## src/rtl/motor_duty_ramp_if.sv

```systemverilog
// Speed-command handshake into the duty ramp: signed 15-bit speed with valid/ready.
interface motor_duty_ramp_if;
  logic               cmd_valid;
  logic               cmd_ready;
  logic signed [14:0] cmd_speed;

  modport master (output cmd_valid, output cmd_speed, input cmd_ready);
  modport slave  (input cmd_valid, input cmd_speed, output cmd_ready);
endinterface

```

## src/rtl/motor_duty_ramp.sv

```systemverilog
// Slew-limited duty generator for the 14-bit PWM stage: ramps vq toward |speed|
// once per PWM period, with reversal dead time, emergency stop and command watchdog.
module motor_duty_ramp #(
  parameter int STEP       = 64,
  parameter int DEAD_TICKS = 4,
  parameter int WDT_TICKS  = 1024,
  // period counter width; 14 keeps lockstep with the PWM counter
  parameter int CNT_W      = 14
) (
  input  logic                clk,
  input  logic                n_rst,
  motor_duty_ramp_if.slave    cmd,
  input  logic                estop,
  output logic [13:0]         vq,
  output logic                dir,
  output logic                at_target,
  output logic                wdt_trip
);

  typedef enum logic [1:0] {IDLE, RUN, DECEL, DEAD} state_t;

  state_t             state, state_nxt;
  logic [CNT_W-1:0]   cnt;
  logic               tick;
  logic               accept;
  logic [14:0]        spd_abs;
  logic [13:0]        cmd_mag;
  logic [13:0]        mag, mag_nxt;
  logic [13:0]        tgt_mag, tgt_mag_nxt;
  logic               tgt_dir, tgt_dir_nxt;
  logic               dir_nxt;
  logic [7:0]         dcnt, dcnt_nxt;
  logic [15:0]        wcnt, wcnt_nxt;
  logic               wdt_trip_nxt;
  logic               wdt_fire;
  logic               at_target_nxt;

  // 15-bit intermediates keep the sums from wrapping before the clamp
  function automatic logic [13:0] ramp_up(input logic [13:0] cur, input logic [13:0] lim);
    logic [14:0] sum;
    sum = {1'b0, cur} + 15'(STEP);
    return (sum > {1'b0, lim}) ? lim : sum[13:0];
  endfunction

  function automatic logic [13:0] ramp_down(input logic [13:0] cur, input logic [13:0] floor_mag);
    logic [14:0] lo;
    lo = {1'b0, floor_mag} + 15'(STEP);
    return ({1'b0, cur} <= lo) ? floor_mag : cur - 14'(STEP);
  endfunction

  function automatic logic [13:0] approach(input logic [13:0] cur, input logic [13:0] tgt);
    if (cur < tgt)      return ramp_up(cur, tgt);
    else if (cur > tgt) return ramp_down(cur, tgt);
    else                return cur;
  endfunction

  assign cmd.cmd_ready = !estop;
  assign accept        = cmd.cmd_valid && !estop;
  assign tick          = &cnt;
  assign spd_abs       = cmd.cmd_speed[14] ? (15'd0 - cmd.cmd_speed) : cmd.cmd_speed;
  assign cmd_mag       = spd_abs[14] ? 14'h3fff : spd_abs[13:0];
  assign vq            = mag;

  // Target and watchdog; an accept in the tick cycle is seen by that same tick
  always_comb begin
    tgt_mag_nxt  = tgt_mag;
    tgt_dir_nxt  = tgt_dir;
    wcnt_nxt     = wcnt;
    wdt_trip_nxt = wdt_trip;
    wdt_fire     = (WDT_TICKS != 0) && tick && !accept && (wcnt == 16'(WDT_TICKS - 1));
    if (tick && wcnt != 16'hffff) wcnt_nxt = wcnt + 16'd1;
    if (accept) begin
      wcnt_nxt     = '0;
      wdt_trip_nxt = 1'b0;
      tgt_mag_nxt  = cmd_mag;
      if (cmd_mag != '0) tgt_dir_nxt = cmd.cmd_speed[14];
    end else if (wdt_fire) begin
      tgt_mag_nxt  = '0;
      wdt_trip_nxt = 1'b1;
    end
    if (estop) tgt_mag_nxt = '0;
  end

  always_comb begin
    state_nxt = state;
    mag_nxt   = mag;
    dir_nxt   = dir;
    dcnt_nxt  = dcnt;
    if (estop) begin
      state_nxt = DEAD;
      mag_nxt   = '0;
      dcnt_nxt  = '0;
    end else if (tick) begin
      case (state)
        IDLE: begin
          if (tgt_mag_nxt != '0) begin
            dir_nxt   = tgt_dir_nxt;
            mag_nxt   = ramp_up(14'd0, tgt_mag_nxt);
            state_nxt = RUN;
          end
        end
        RUN: begin
          if (tgt_mag_nxt != '0 && tgt_dir_nxt != dir) begin
            mag_nxt   = ramp_down(mag, 14'd0);
            state_nxt = DECEL;
          end else begin
            mag_nxt   = approach(mag, tgt_mag_nxt);
          end
          if (mag_nxt == '0) begin
            state_nxt = DEAD;
            dcnt_nxt  = '0;
          end
        end
        DECEL: begin
          if (tgt_dir_nxt == dir) begin
            mag_nxt   = approach(mag, tgt_mag_nxt);
            state_nxt = RUN;
          end else begin
            mag_nxt   = ramp_down(mag, 14'd0);
          end
          if (mag_nxt == '0) begin
            state_nxt = DEAD;
            dcnt_nxt  = '0;
          end
        end
        default: begin
          if (dcnt == 8'(DEAD_TICKS)) state_nxt = IDLE;
          else                        dcnt_nxt  = dcnt + 8'd1;
        end
      endcase
    end
    at_target_nxt = (mag_nxt == tgt_mag_nxt) &&
                    (tgt_mag_nxt == '0 || dir_nxt == tgt_dir_nxt) &&
                    (state_nxt == IDLE || state_nxt == RUN);
  end

  always_ff @(posedge clk) begin
    if (!n_rst) begin
      cnt       <= '0;
      state     <= IDLE;
      mag       <= '0;
      dir       <= 1'b0;
      tgt_mag   <= '0;
      tgt_dir   <= 1'b0;
      wcnt      <= '0;
      dcnt      <= '0;
      wdt_trip  <= 1'b0;
      at_target <= 1'b1;
    end else begin
      cnt       <= cnt + 1'b1;
      state     <= state_nxt;
      mag       <= mag_nxt;
      dir       <= dir_nxt;
      tgt_mag   <= tgt_mag_nxt;
      tgt_dir   <= tgt_dir_nxt;
      wcnt      <= wcnt_nxt;
      dcnt      <= dcnt_nxt;
      wdt_trip  <= wdt_trip_nxt;
      at_target <= at_target_nxt;
    end
  end

endmodule

```

## src/flat_wrapper.sv

```systemverilog
// flat-port wrapper written by rule: the top's interface ports become plain ports
module motor_duty_ramp_flat 
#(
  parameter int STEP       = 64,
  parameter int DEAD_TICKS = 4,
  parameter int WDT_TICKS  = 1024,
                                                                 
  parameter int CNT_W      = 14
)
  (clk, n_rst, estop, vq, dir, at_target, wdt_trip, cmd_cmd_valid, cmd_cmd_speed, cmd_cmd_ready);
  motor_duty_ramp_if cmd_i ();
  input  logic clk;
  input  logic n_rst;
  input  logic estop;
  output logic [13:0] vq;
  output logic dir;
  output logic at_target;
  output logic wdt_trip;
  input wire logic [$bits(cmd_i.cmd_valid)-1:0] cmd_cmd_valid;
  input wire logic [$bits(cmd_i.cmd_speed)-1:0] cmd_cmd_speed;
  output wire logic [$bits(cmd_i.cmd_ready)-1:0] cmd_cmd_ready;
  assign cmd_i.cmd_valid = cmd_cmd_valid;
  assign cmd_i.cmd_speed = cmd_cmd_speed;
  assign cmd_cmd_ready = cmd_i.cmd_ready;
  motor_duty_ramp #(.STEP(STEP), .DEAD_TICKS(DEAD_TICKS), .WDT_TICKS(WDT_TICKS), .CNT_W(CNT_W)) u_core (.clk(clk), .n_rst(n_rst), .cmd(cmd_i), .estop(estop), .vq(vq), .dir(dir), .at_target(at_target), .wdt_trip(wdt_trip));
endmodule
```

## config.mk

```make
export PLATFORM = sky130hd
export DESIGN_NAME = motor_duty_ramp_flat
export DESIGN_NICKNAME = d
export VERILOG_FILES = /design/src/rtl/motor_duty_ramp_if.sv /design/src/rtl/motor_duty_ramp.sv /design/src/flat_wrapper.sv
export SDC_FILE = /design/constraint.sdc
export NUM_CORES = 1
export LEC_CHECK = 0
export CORE_MARGIN = 3
export CORE_UTILIZATION = 25
export CTS_CLUSTER_SIZE = 14
export DETAILED_ROUTE_END_ITERATION = 7
export DONT_BUFFER_PORTS = 1
export PLACE_DENSITY_LB_ADDON = 0.15
export SLEW_MARGIN = 10
export SYNTH_ARGS = -nofsm -noshare
export SYNTH_HDL_FRONTEND = slang
export SYNTH_SLANG_ARGS = --single-unit
```

## constraint.sdc

```tcl
create_clock -name clk -period 10.2 [get_ports clk]
set_input_delay 3.06 -clock clk [delete_from_list [all_inputs] [get_ports clk]]
set_output_delay 3.06 -clock clk [all_outputs]
set_load 0.05 [all_outputs]
```

==> results of run 1 <==
==> registers in the layout, indices dropped and copies added (netlist names) <==
signal and count:
u_core.wcnt 16, u_core.cnt 14, u_core.wdt_trip 1, u_core.state 2
u_core.dcnt 8, u_core.at_target 1, u_core.tgt_dir 1, u_core.tgt_mag 14
u_core.dir 1, u_core.vq 14
==> kinds of logic (layout without fill, tap and decap cells) <==
kind of cell	Yosys count	after routing
and+or+nand+nor	431	431
AOI/OAI and AO/OA	297	297
buffers and inverters	97	97
DFF	72	72
xor gates and xnor gates	56	56
adders and majority gates	44	44
muxes	6	6
==> per-stage QoR <==
step,cells,hold WS (ps)
6_report,1381,454
5_1_grt,1381,485
4_1_cts,1381,459
3_5_place_dp,1365,442
3_3_place_gp,1365,436
2_1_floorplan,1003,418
==> critical path, stage by stage <==
cell and delay, ps:
inv_1 50, ha_1 220, or3b_1 470, o311ai_0 320
o2111ai_1 280, nand2_1 280, ha_1 270, and4b_1 430
xnor2_1 170, ha_1 270, a21o_1 200, a211oi_1 290
or4b_1 580, and2_0 310, o21ai_1 450, o21ai_0 260
a221oi_2 420, a311oi_1 210, a2111oi_4 390, nand2_4 130
or4_1 510, a21oi_1 150
==> report_power, final <==
| part | switching, mW | leakage, nW | internal, mW | total, mW |
|---|---|---|---|---|
| clock | 0.149 | 0.139 | 0.170 | 0.319 |
| combinational | 0.165 | 2.22 | 0.0756 | 0.241 |
| sequential | 0.00425 | 0.583 | 0.285 | 0.290 |
==> worst min-delay path by stage <==
stage,slack [ps],depth (start not counted),start,endpoint
after floorplan,420,1,u_core.cnt[0],u_core.cnt[0]
after CTS,460,1,u_core.cnt[0],u_core.cnt[0]
final,450,1,u_core.cnt[0],u_core.cnt[0]
after global routing,490,1,u_core.cnt[0],u_core.cnt[0]
after global placement,440,1,u_core.cnt[0],u_core.cnt[0]
after detailed placement,440,1,u_core.cnt[0],u_core.cnt[0]
==> layer usage <==
metal	vias to the layer above	track usage [%]
li1	3796	-
met1	3813	27.6
met2	414	29.0
met3	74	3.53
met4	0	6.84
met5	-	0
==> cell usage in the layout, fill, tap and decap left out, drive strengths merged, types with 6 or more instances in the layout <==
| cell type | n |
|---|---|
| or3 | 15 |
| nand3b | 7 |
| and4 | 7 |
| a211oi | 23 |
| o31ai | 13 |
| a31oi | 14 |
| nor2 | 125 |
| mux2i | 6 |
| ha | 44 |
| nor4 | 20 |
| a21o | 13 |
| buf | 40 |
| inv | 43 |
| and2 | 12 |
| nand3 | 52 |
| nand2 | 63 |
| xnor2 | 33 |
| nor3 | 40 |
| dfxtp | 72 |
| a221oi | 7 |
| nand4 | 35 |
| xor2 | 23 |
| and3 | 15 |
| or4 | 10 |
| clkbuf | 9 |
| o211ai | 12 |
| a2111oi | 7 |
| nand2b | 7 |
| a21oi | 70 |
| o21ai | 59 |
==> area by class of cell <==
class,instances,area (sq um)
Tap cell,378,473
Inverter,41,154
Fill cell,3100,20000
Clock buffer,9,225
Multi-Input combinational cell,834,5460
Timing Repair Buffer,40,300
Sequential cell,72,1440
Clock inverter,7,62.6
==> summary.md, run 1 <==
| Metric | Value |
|---|---|
| Status | complete, no violations |
| Dominant cell type by area after synthesis | dfxtp_1 |
| Initial antenna violation count | 0 |
| First-pass GRT wire length | 46700 um |
| Setup WS post-layout | a little under 800 ps |
| Top Layer Used | met4 |
| DR vias/cell | about 6 |
| Post-CTS Setup Bufs | 0 |
| Post-Synth Adder-Cell Area | 7.58% |
| Vert. Die Dim | roughly 180 um |
| Endpoints failing hold | 0 |
| Post-synthesis average cell area | 7.24 sq um |
| ANT cells | 0 |
| CORE AREA | 28200 sq um |
| P&R area growth vs syn | 11.8% |
| Final Max Slew Viols | 0 |
| DRC violations left | 0 |
| Setup TNS | 0 ps |
| Latest clock arrival within the worst-skew pair | 360 ps |
| CP endpoint | u_core.dcnt[7] |
| Finished Cell Area | 8120 sq um |
| Dpl ws | between 200 and 300 ps |
| Crit. End Element | flop |
| Largest net degree at the start of global routing | 33 |
| Actual slew at the worst max-slew pin | 1080 ps |
| Highest clock rate | ~110 MHz |
| Clock sinks | around 70 |
| Global route overflow | 0 |
| Synth unique cells | 85 |
| Simple-Gate Fraction of Synth Area | roughly 31% |
| Number of global-route vias before repair | approximately 7600 |
| ANT nets after route | 0 |
| Synth top cells by count | 125 x nor2_1, 72 x dfxtp_1, 69 x a21oi_1, 62 x nand2_1, 57 x o21ai_0 |
| Share of layout cells above drive strength 1 | 8.67% |
| Power Density | 105 nW/um^2 |
| CP startpoint kind | input pin |
| Worst Setup SP | cmd_cmd_speed[0] |
| Synth top area cells | dfxtp_1 20%, ha_1 7.6%, nor2_1 6.5% |
| Fin crit period | roughly 9400 ps |
| Top_reg_cell synth | dfxtp_1 |
| Hold WC Path Type | flop to flop |
| Post-layout util | 28.8% |
| Reg2reg end | u_core.dcnt[7] |
| Reg-to-Reg Start | u_core.cnt[0] |
| Wirelength per Cell | approximately 22 um |
| H-tree depth | 3 |
| RSZ-0062 raised after global routing | no |
| Mux share of post-synthesis cell area | 0.879% |
| Clock-pin slew on the worst setup and hold paths | 70 ps |
| Largest family of logic cells by synthesized area | simple AND/OR/NAND/NOR gates |
| Final period util | 92.4% |
| Complex-gate fraction of the synthesized area | 28.6% |
| Hold Buf Count CTS | 0 |
| FF+latch count, synth | 72 |
| GRT Util Overall | 19.3% |
| Worst endpoint required time | approximately 10000 ps |
| Placed Area | 7830 sq um |
| # port buffers | 0 |
| YS warnings | 0 |
| Max-cap viol count | 0 |
| Die width | 176 um |
| Final net count | 1061 |
| Slew HR | 28.0% |
| Crit Path Max Fanout | 9 |
| Pleak | 2.94 nW |
| Starting Density | roughly a quarter |
| Routed wl met3 | 2570 um |
| Mapped Nets | 1066 |
| GPL Wtd Cong | 1.02 |
| Met2 WL | 12900 um |
| Cells after synthesis | 1003 |
| Count leader, synth | nor2_1 |
| Post-CTS sizing | 0 |
| Async SR Flop Fraction | 0% |
| Clock Tree Root | clkbuf_16 |
| Final setup viols | 0 |
| Sequential fraction of the synthesis area | around a fifth |
| Fin Clk Skew | 12.1 ps |
| Die ar. | between 30000 and 40000 sq um |
| Clock buffer depth | 2 |
| TritonCTS buffer count | 9 |
| WP data arrival | 9720 ps |
| Worst VDD drop | 65.9 uV |
| M1 wire length | about 14000 um |
| CP Class | input pin to flop |
| Vias | 8097 |
| WL final | 30400 um |
| FF-to-FF setup slack | between 3000 and 4000 ps |
| Drt first-iter violations | between 1000 and 1500 |
| Tot Pwr | 0.849 mW |
| Number of synthesized flops with an enable pin | 0 |
| Detailed Place HPWL | 22800 um |
| Yosys top cell area share | 19.9% |
| I/O pin count | 37 |
| Cell Rows | between 60 and 70 |
| DRT Pass-1 Iters | 5 |
| CTS tree | yes |
| Mapped Area | 7260 sq um |
| Synth Area in XOR/XNOR | 6.76% |
| Reg2reg path depth | 21 |
No activity file was read; power rests on OpenSTA's default activity.
==> inputs of run 2 (changes only) <==
--- a/constraint.sdc
+++ b/constraint.sdc
@@ -3,2 +3,2 @@
 set_output_delay 3.06 -clock clk [all_outputs]
-set_load 0.05 [all_outputs]
+set_load 0.005 [all_outputs]
==> summary.md, run 2 (same netlist as run 1, synthesis figures left out) <==
| Metric | Value |
|---|---|
| Pleak | 2.90 nW (was 2.94 nW) |
| Slew HR | 33.7% (was 28.0%) |
| I/O pin count | 37 (unchanged) |
| Worst hold path depth | 1 (unchanged) |
| Latest clock arrival within the worst-skew pair | 350 ps (was 360 ps) |
| DRT Pass-1 Iters | 5 (unchanged) |
| Setup TNS | 0 ps (unchanged) |
| Power Density | 107 nW/um^2 (was 105 nW/um^2) |
| Die width | 176 um (unchanged) |
| Placed Area | 7760 sq um (was 7830 sq um) |
| CP peak stage delay | 590 ps (was 580 ps) |
| Worst endpoint required time | 10490 ps (about the same) |
| Endpoints failing hold | 0 (unchanged) |
| Largest net degree at the start of global routing | 33 (unchanged) |
| Biggest register | u_core.wcnt (unchanged) |
| CP startpoint kind | input pin (unchanged) |
| GRT Util Overall | 18.5% (was 19.3%) |
| Worst VDD drop | 80.1 uV (was 65.9 uV) |
| Reg2reg path depth | 22 (was 21) |
| Dpl ws | 251 ps (was 286 ps) |
| Clock sinks | 72 (unchanged) |
| Critical path's top delay family | compound AO/OA/AOI/OAI gates (unchanged) |
| Largest register FFs | 16 (unchanged) |
| Final setup viols | 0 (unchanged) |
| Final net count | 1052 (was 1061) |
| Fin crit period | 9530 ps (was 9430 ps) |
| GPL Wtd Cong | 0.939 (was 1.02) |
| Max-cap viol count | 0 (unchanged) |
| Reg-to-Reg Start | u_core.cnt[0] (unchanged) |
| Drt first-iter violations | 817 (was 1024) |
| First-pass GRT wire length | 44900 um (was 46700 um) |
| Cells along the critical path | inv_1, ha_1, or3b_1, o311ai_0, o2111ai_1, nand2_1, ha_1, and4b_1, xnor2_1, ha_1, a21o_1, a211oi_1, or4b_1, and2_0, o211a_1, a211oi_1, o211ai_1, a221oi_2, a311oi_1, a2111oi_4, nand2_4, or4_1, a21oi_1 (was inv_1, ha_1, or3b_1, o311ai_0, o2111ai_1, nand2_1, ha_1, and4b_1, xnor2_1, ha_1, a21o_1, a211oi_1, or4b_1, and2_0, o21ai_1, o21ai_0, a221oi_2, a311oi_1, a2111oi_4, nand2_4, or4_1, a21oi_1) |
| Area of the multi-input gates | 5460 sq um (unchanged) |
| RSZ-0062 raised after global routing | no (unchanged) |
| Status | complete, no violations (unchanged) |
| Most used cell, CP | ha_1 (unchanged) |
| CORE AREA | 28200 sq um (unchanged) |
| H-tree depth | 3 (unchanged) |
| Crit. End Element | flop (unchanged) |
| Vias | 8008 (was 8097) |
| Clock-pin slew on the worst setup and hold paths | 70 ps (about the same) |
| Finished Cell Area | 8070 sq um (was 8120 sq um) |
| TritonCTS buffer count | 9 (unchanged) |
| Crit Path Max Fanout | 9 (unchanged) |
| Post-CTS Setup Bufs | 0 (unchanged) |
| Slowest-stage cell, CP | or4b_1 (unchanged) |
| Actual slew at the worst max-slew pin | 991 ps (was 1080 ps) |
| Fin Clk Skew | 12.5 ps (was 12.1 ps) |
| Wirelength per Cell | 21.6 um (was 22.0 um) |
| Worst hold slack | 453 ps (was 454 ps) |
| Register area | 1440 sq um (unchanged) |
| Clock buffer depth | 2 (unchanged) |
| Worst Path Buf+Inv | 1 (unchanged) |
| Number of global-route vias before repair | 7484 (was 7634) |
| Hold WC Path Type | flop to flop (unchanged) |
| ANT cells | 0 (unchanged) |
| DRC violations left | 0 (unchanged) |
| P&R area growth vs syn | 11.1% (was 11.8%) |
| Die ar. | 31100 sq um (unchanged) |
| WP data arrival | 9820 ps (was 9720 ps) |
| Highest clock rate | 105 MHz (was 106 MHz) |
| DR vias/cell | 5.84 (was 5.86) |
| Vert. Die Dim | 176 um (unchanged) |
| Clock Tree Root | clkbuf_16 (unchanged) |
| Initial antenna violation count | 0 (unchanged) |
| Final period util | 93.5% (was 92.4%) |
| Commonest non-fill, non-tap cell in the layout | nor2_1 (unchanged) |
| Worst Setup SP | cmd_cmd_speed[0] (unchanged) |
| Fillcell total | 3078 (was 3100) |
| Critical path depth | 23 (was 22) |
| Commonest non-fill, non-tap cells in the layout | 125 x nor2_1, 72 x dfxtp_1, 69 x a21oi_1 (unchanged) |
| Final Max Slew Viols | 0 (unchanged) |
| CP Class | input pin to flop (unchanged) |
| ANT nets after route | 0 (unchanged) |
| Setup WS post-layout | 666 ps (was 772 ps) |
| WL final | 29600 um (was 30400 um) |
| Starting Density | 25.8% (unchanged) |
| Share of layout cells above drive strength 1 | 7.85% (was 8.67%) |
| Cell Rows | 61 (unchanged) |
| Global route overflow | 0 (unchanged) |
| Detailed Place HPWL | 22400 um (was 22800 um) |
| # port buffers | 0 (unchanged) |
| CTS tree | yes (unchanged) |
| Worst hold path startpoint | u_core.cnt[0] (unchanged) |
-- run 2: cell types whose count changed in the layout (fill, tap and decap cells not counted) --
cell,before,now
buf_4,40,31
bufinv_16,0,1
clkinv_2,0,1
clkinv_4,3,1
inv_6,2,3
inv_8,1,0
-- run 2: worst paths after layout --
path / to / slack (ps)
min: u_core.cnt[0] / 450
min reg2reg: u_core.cnt[0] / 450
max: u_core.dcnt[7] / 670
max reg2reg: u_core.dcnt[7] / 2980
-- run 2: per-layer routing --
layer	GRT usage, %	vias up	wire [um]
met5	0	-	0
met1	25.5	3827	13600
met2	28.0	340	12600
met3	4.97	70	2490
li1	-	3771	-
met4	6.19	0	964
-- run 2: stage by stage --
stage               power, mW  util, %  cells
floorplan               0.459        -   1003
global route            0.898     28.6   1372
CTS                     0.862     28.6   1372
global placement        0.530     27.6   1356
finish                  0.861     28.6   1372
detailed placement      0.526     27.6   1356
-- run 2: cell type report --
| cell class | count | area share [%] |
|---|---|---|
| Clock buffer | 9 | 2.79 |
| Multi-Input combinational cell | 834 | 67.7 |
| Timing Repair Buffer | 31 | 2.89 |
| Inverter | 41 | 1.91 |
| Sequential cell | 72 | 17.9 |
| Clock inverter | 7 | 0.962 |
| Tap cell | 378 | 5.86 |
-- run 2: worst register-to-register path: stages, from the launching register on --
cell	delay, ps
dfxtp_1	320
ha_1	250
and3_1	170
and4_1	320
a31oi_2	640
a21o_1	350
ha_1	290
and4b_1	430
xnor2_1	160
ha_1	270
a21o_1	200
a211oi_1	320
or4b_1	590
and2_0	310
o211a_1	250
a211oi_1	320
o211ai_1	210
a221oi_2	350
a311oi_1	220
a2111oi_4	390
nand2_4	120
or4_1	520
a21oi_1	140
-- run 2: repair_timing --
action,in CTS,in global routing
setup endpoints to repair,0,1
hold buffers,0,0
resized for setup,0,1
-- run 2: power breakdown --
part / switching [mW] / leakage [nW] / total [mW] / internal, mW
clock: 0.141 / 0.147 / 0.333 / 0.192
combinational: 0.163 / 2.17 / 0.240 / 0.0763
sequential: 0.00335 / 0.583 / 0.289 / 0.285
